==> src/rtl/tag_array_pkg.sv <==
// Shared types and helpers for the parity-protected tag array.
package tag_array_pkg;

    // Widest parity group the helper accepts; narrower groups are zero-extended.
    localparam int unsigned PAR_MAX_W = 64;

    typedef enum logic [0:0] {
        IDLE  = 1'b0,
        FLUSH = 1'b1
    } state_e;

    // Number of parity groups covering a data word.
    function automatic int unsigned npar(input int unsigned data_w, input int unsigned pgrp_w);
        return data_w / pgrp_w;
    endfunction

    // Odd-parity bit: makes the total count of ones across {v, p} odd.
    function automatic logic par_odd(input logic [PAR_MAX_W-1:0] v);
        return ~^v;
    endfunction

endpackage

==> src/rtl/tag_array_par_ram.sv <==
// Behavioural single-port synchronous RAM; array has no reset, only the read register does.
module tag_ram_sp #(
    parameter int unsigned ADDR_W = 8,
    parameter int unsigned WIDTH  = 17
) (
    input  logic              clk,
    input  logic              rst,
    input  logic              en,
    input  logic              we,
    input  logic [ADDR_W-1:0] addr,
    input  logic [WIDTH-1:0]  wdata,
    output logic [WIDTH-1:0]  rdata
);

    logic [WIDTH-1:0] mem_q [2**ADDR_W];
    logic [WIDTH-1:0] rdata_q, rdata_d;

    // Array write port.
    always_ff @(posedge clk) begin
        if (en && we) begin
            mem_q[addr] <= wdata;
        end
    end

    // Read register only updates on reads, so it holds the last read word otherwise.
    always_comb begin
        rdata_d = rdata_q;
        if (en && !we) begin
            rdata_d = mem_q[addr];
        end
    end

    // Read data register.
    always_ff @(posedge clk or posedge rst) begin
        if (rst) begin
            rdata_q <= '0;
        end else begin
            rdata_q <= rdata_d;
        end
    end

    assign rdata = rdata_q;

endmodule

==> src/rtl/tag_array_par.sv <==
// Parametrised tag store: single-port RAM with per-group odd parity and a flush sweep.
module tag_array_par
    import tag_array_pkg::*;
#(
    parameter int unsigned       ADDR_W         = 8,
    parameter int unsigned       DATA_W         = 16,
    parameter int unsigned       PGRP_W         = 16,
    parameter logic [DATA_W-1:0] INIT_VAL       = '0,
    parameter bit                FLUSH_ON_RESET = 1'b1
) (
    input  logic                       clk,
    input  logic                       rst,
    input  logic                       req,
    input  logic                       we,
    input  logic [ADDR_W-1:0]          addr,
    input  logic [DATA_W-1:0]          wdata,
    input  logic [DATA_W/PGRP_W-1:0]   inj_perr,
    input  logic                       flush_req,
    output logic                       ack,
    output logic [DATA_W-1:0]          rdata,
    output logic [DATA_W/PGRP_W-1:0]   perr,
    output logic                       busy,
    output logic                       flush_done
);

    localparam int unsigned       NPAR     = npar(DATA_W, PGRP_W);
    localparam int unsigned       RAM_W    = DATA_W + NPAR;
    localparam logic [ADDR_W-1:0] CNT_LAST = '1;

    // Per-group odd parity of a data word.
    function automatic logic [NPAR-1:0] gen_par(input logic [DATA_W-1:0] d);
        logic [PAR_MAX_W-1:0] grp;
        logic [NPAR-1:0]      p;
        for (int unsigned g = 0; g < NPAR; g++) begin
            grp             = '0;
            grp[PGRP_W-1:0] = d[g*PGRP_W +: PGRP_W];
            p[g]            = par_odd(grp);
        end
        return p;
    endfunction

    state_e            state_q, state_d;
    logic [ADDR_W-1:0] cnt_q, cnt_d;
    logic              ack_q, ack_d;
    logic              flush_done_q, flush_done_d;
    logic              perr_en_q, perr_en_d;

    logic              ram_en;
    logic              ram_we;
    logic [ADDR_W-1:0] ram_addr;
    logic [RAM_W-1:0]  ram_wdata;
    logic [RAM_W-1:0]  ram_rdata;

    // Next-state, flush counter and RAM port steering.
    always_comb begin
        state_d      = state_q;
        cnt_d        = cnt_q;
        ack_d        = 1'b0;
        flush_done_d = 1'b0;
        perr_en_d    = perr_en_q;
        ram_en       = 1'b0;
        ram_we       = 1'b0;
        ram_addr     = addr;
        ram_wdata    = {gen_par(wdata) ^ inj_perr, wdata};
        case (state_q)
            IDLE: begin
                if (flush_req) begin
                    state_d = FLUSH;
                    cnt_d   = '0;
                end else if (req) begin
                    ram_en    = 1'b1;
                    ram_we    = we;
                    ack_d     = 1'b1;
                    perr_en_d = ~we;
                end
            end
            FLUSH: begin
                ram_en    = 1'b1;
                ram_we    = 1'b1;
                ram_addr  = cnt_q;
                ram_wdata = {gen_par(INIT_VAL), INIT_VAL};
                cnt_d     = cnt_q + 1'b1;
                if (cnt_q == CNT_LAST) begin
                    state_d      = IDLE;
                    flush_done_d = 1'b1;
                end
            end
            default: state_d = IDLE;
        endcase
    end

    // State, counter and handshake registers.
    always_ff @(posedge clk or posedge rst) begin
        if (rst) begin
            state_q      <= FLUSH_ON_RESET ? FLUSH : IDLE;
            cnt_q        <= '0;
            ack_q        <= 1'b0;
            flush_done_q <= 1'b0;
            perr_en_q    <= 1'b0;
        end else begin
            state_q      <= state_d;
            cnt_q        <= cnt_d;
            ack_q        <= ack_d;
            flush_done_q <= flush_done_d;
            perr_en_q    <= perr_en_d;
        end
    end

    tag_ram_sp #(
        .ADDR_W (ADDR_W),
        .WIDTH  (RAM_W)
    ) u_ram (
        .clk   (clk),
        .rst   (rst),
        .en    (ram_en),
        .we    (ram_we),
        .addr  (ram_addr),
        .wdata (ram_wdata),
        .rdata (ram_rdata)
    );

    // Parity check on the registered read word; the RAM read register doubles as the
    // rdata output register, and perr is forced low after a write or reset.
    always_comb begin
        perr = '0;
        if (perr_en_q) begin
            perr = gen_par(ram_rdata[DATA_W-1:0]) ^ ram_rdata[RAM_W-1:DATA_W];
        end
    end

    assign rdata      = ram_rdata[DATA_W-1:0];
    assign ack        = ack_q;
    assign busy       = (state_q == FLUSH);
    assign flush_done = flush_done_q;

endmodule

==> config.mk <==
export PLATFORM = sky130hd
export DESIGN_NAME = tag_array_par
export DESIGN_NICKNAME = d
export VERILOG_FILES = /design/src/rtl/tag_array_pkg.sv /design/src/rtl/tag_array_par_ram.sv /design/src/rtl/tag_array_par.sv
export SDC_FILE = /design/constraint.sdc
export NUM_CORES = 2
export LEC_CHECK = 0
export BUFFER_PORTS_ARGS = -buffer_cell sky130_fd_sc_hd__buf_2
export CAP_MARGIN = 40
export CORE_MARGIN = 3
export CORE_UTILIZATION = 55
export DETAILED_ROUTE_END_ITERATION = 8
export PLACE_DENSITY = 0.74
export SYNTH_ARGS = -nofsm -noshare
export SYNTH_HDL_FRONTEND = slang
export SYNTH_MEMORY_MAX_BITS = 65536
export SYNTH_SLANG_ARGS = --single-unit
==> constraint.sdc <==
create_clock -name clk -period 8.5 [get_ports clk]
set_input_delay 0 -clock clk [delete_from_list [all_inputs] [get_ports clk]]
set_output_delay 0 -clock clk [all_outputs]
set_load 0.02 [all_outputs]
==> flow_summary.ini <==
[critical_path]
rrSetupSlack_ps = 2640
cp-start-kind = flop
worstSetupPathType = reg2reg
end_kind = flop
arrival_ps = 6700
crit_fanout = 74
cp.required_ps = 9340

[timing]
rsz0062_at_grt = no
fin_crit_ps = 5864
max_slew_margin_pct = 9.231
worst_slack_ps = 2636
fmax_ghz = 0.1705
final.setup.tns_ps = 0
worstMarginPinSlew_ps = 1362
slew_violations = 0
hold_viol_final = 0
finalSetupViolCount = 0
period_share_pct = 68.99
clock_skew_ps = 94.36

[die]
die_w_um = 557.4
num_rows = 201
io_pins = 50
dieArea_mm2 = 0.3107
die_h_um = 557.4
start_util_pct = 55.51
core_area_mm2 = 0.3013

[detailed_routing]
dr_total_vias = 86870
viasPerCell = 6.926
drc = 0
wl_mm = 452.3
first_pass_iters = 8
drtAntennaViolNets = 0
initialDrtViolationCount = 14230
wl_per_cell_um = 36.06

[global_routing]
antenna_found_initial = 23
first_global_vias = 86630
grt_pass1_wl_mm = 644.5
grt_max_degree = 185
grt_usage_pct = 29.17
grt_overflow_total = 0

[clocking]
cts_max_level = 5
clockRootBuffer = clkbuf_16
cts.sink_count = 4381
cts_resized = 0
post_cts_buffers = 0
clk_latency_ps = 1000
cts_tree = done
cts_buffer_depth = 4
numCtsBuffers = 419
hold_buffers = 27
clkTransAtPathRegs_ps = 60

[finish]
final_layout_size_suffix_gt1_share_pct = 27.90
fin_nets = 8237
nFillCells = 19030
finish.utilization_pct = 63.21
instances_no_fill = 12540
area_growth_pct = 13.86

[power]
power.leakage_nw = 60.25
p_total_w = 0.05526
pwr_density_cell_mw_per_mm2 = 290.2
max-vdd-ir-drop_uv = 280.7

[logic_synthesis]
synth_area_mm2 = 0.1672
avgSynthCellArea_um2 = 21.89
ys_seq_elements = 4381
synth_cells = 7639
async_flop_share_pct = 0.6619
synthFlopType = edfxtp_1
synth_edf_count = 4352
yosysSeqAreaShare_pct = 78.57
synth.distinct_cells = 45
synthesis.nets = 7670
ys_warn_count = 0

[place]
preCtsSetupSlack_ps = 2836
dp_cells = 11710
dp_hpwl_mm = 248.8
gp_routability_congestion = 0.8505
io_buffers = 49

[min_path]
hold_class = in2reg

[flow_run]
maxCapViolCount = 0

[run_status]
status = finished, final reports clean
cell type report:
cell class | instances | area, µm² | area share (%)
multi-input cells | 2791 | 34240 | 17.98
clock inverters | 259 | 3057 | 1.605
inverters | 6 | 22.52 | 0.01183
repair buffers | 607 | 5642 | 2.962
well taps | 3958 | 4952 | 2.600
diodes | 25 | 62.56 | 0.03285
flip-flops and latches | 4381 | 131400 | 69.01
clock buffers | 515 | 11040 | 5.798
metal layers:
metal	GRT usage (%)	share of wire [%]	vias to the layer above
li1	-	-	33200
met1	39.74	35	45550
met2	44.31	47	6921
met3	7.882	13	1186
met4	14.14	5.5	10
met5	0	0.045	-
critical path, cell delays in order (launching register included):
cell and delay [ps]:
dfstp_4 1160, mux2_8 940, buf_12 380, buf_4 450
buf_4 330, mux4_2 340, nand2_1 110, a41oi_1 280
o41ai_1 800, buf_4 350, nand4_1 130, mux2_2 290
cells in the mapped netlist, types with 2 or more instances:
cell         n  area share (%)
a21o_1       4           0.018
a21oi_1    100            0.30
a22oi_1    192            0.86
a32o_1       3           0.018
a32oi_1      2           0.010
a41oi_1    180            0.94
and3_1       6           0.022
and3b_1      3           0.016
buf_1       54            0.12
buf_2       90            0.27
buf_4       43            0.19
buf_6       32            0.22
clkbuf_1   242            0.54
dfrtp_1     28            0.42
edfxtp_1  4352              78
inv_1        5           0.011
mux2_2      12           0.081
mux2i_1      3           0.018
mux4_2    1088              15
nand2_1    736             1.7
nand2b_1     2          0.0075
nand3_1     10           0.030
nand3b_1     2          0.0090
nand4_1     30            0.11
nor2_1     244            0.55
nor2b_1     17           0.064
nor3_1      34            0.10
nor4_1       2          0.0075
o21ai_0     13           0.039
o22a_1       2           0.010
o41ai_1     62            0.32
or2_2        2          0.0075
xnor2_1     27            0.14
xor2_1       6           0.031
report_power, final:
part / internal [W] / switching [W] / total (W)
Sequential: 0.0238 / 0.000142 / 0.0239
Clock: 0.0110 / 0.00812 / 0.0191
Combinational: 0.00442 / 0.00777 / 0.0122
Total: 0.0392 / 0.0160 / 0.0553
cells by family (layout without fill, tap and decap cells):
family	Yosys count	after routing	share of synthesized area, %
DFF	4381	4381	78.57
muxes	1104	1104	14.76
and+or+nand+nor	1091	1091	2.590
AOI/OAI and AO/OA	562	562	2.543
buffers and inverters	467	1387	1.356
xor gates and xnor gates	33	33	0.1728
adders and majority gates	1	1	0.007480
other	0	25	0
layout by cell type, fill, tap and decap left out, drive strengths merged, types with 10 or more instances in the layout:
| master | instances |
|---|---|
| edfxtp | 4352 |
| mux4 | 1088 |
| nand2 | 736 |
| buf | 574 |
| clkbuf | 516 |
| nor2 | 244 |
| a22oi | 192 |
| clkinv | 185 |
| a41oi | 180 |
| a21oi | 100 |
| o41ai | 62 |
| bufinv | 57 |
| nor3 | 34 |
| nand4 | 30 |
| dfrtp | 28 |
| xnor2 | 27 |
| dlygate4sd3 | 27 |
| diode | 25 |
| nor2b | 17 |
| inv | 17 |
| o21ai | 13 |
| mux2 | 13 |
| nand3 | 10 |
final timing paths:
path	from	to	cells past startpoint
max	busy	u_ram.rdata[13]	11
min	wdata[13]	u_ram.mem_q[161][13]	3
max reg2reg	busy	u_ram.rdata[13]	11
min reg2reg	perr_en_q	perr_en_q	1
max in group asynchronous	rst	u_ram.rdata[14]	5
min in group asynchronous	rst	cnt_q[5]	4
metrics by stage:
| stage | instance area (µm²) | hold slack (ps) |
|---|---|---|
| CTS | 190200 | 17.78 |
| finish | 190400 | 84.45 |
| detailed placement | 175900 | 165.2 |
| floorplan | 167200 | 77.37 |
| global placement | 174500 | 346.8 |
| global route | 190400 | 90.19 |
state kept, by name (all words and copies together), names as in the netlist:
name / cells
u_ram.mem_q: 4352
cnt_q: 8
ack: 1
u_ram.rdata: 17
busy: 1
perr_en_q: 1
flush_done: 1
Note: power is estimated with default switching activity, not from simulation.
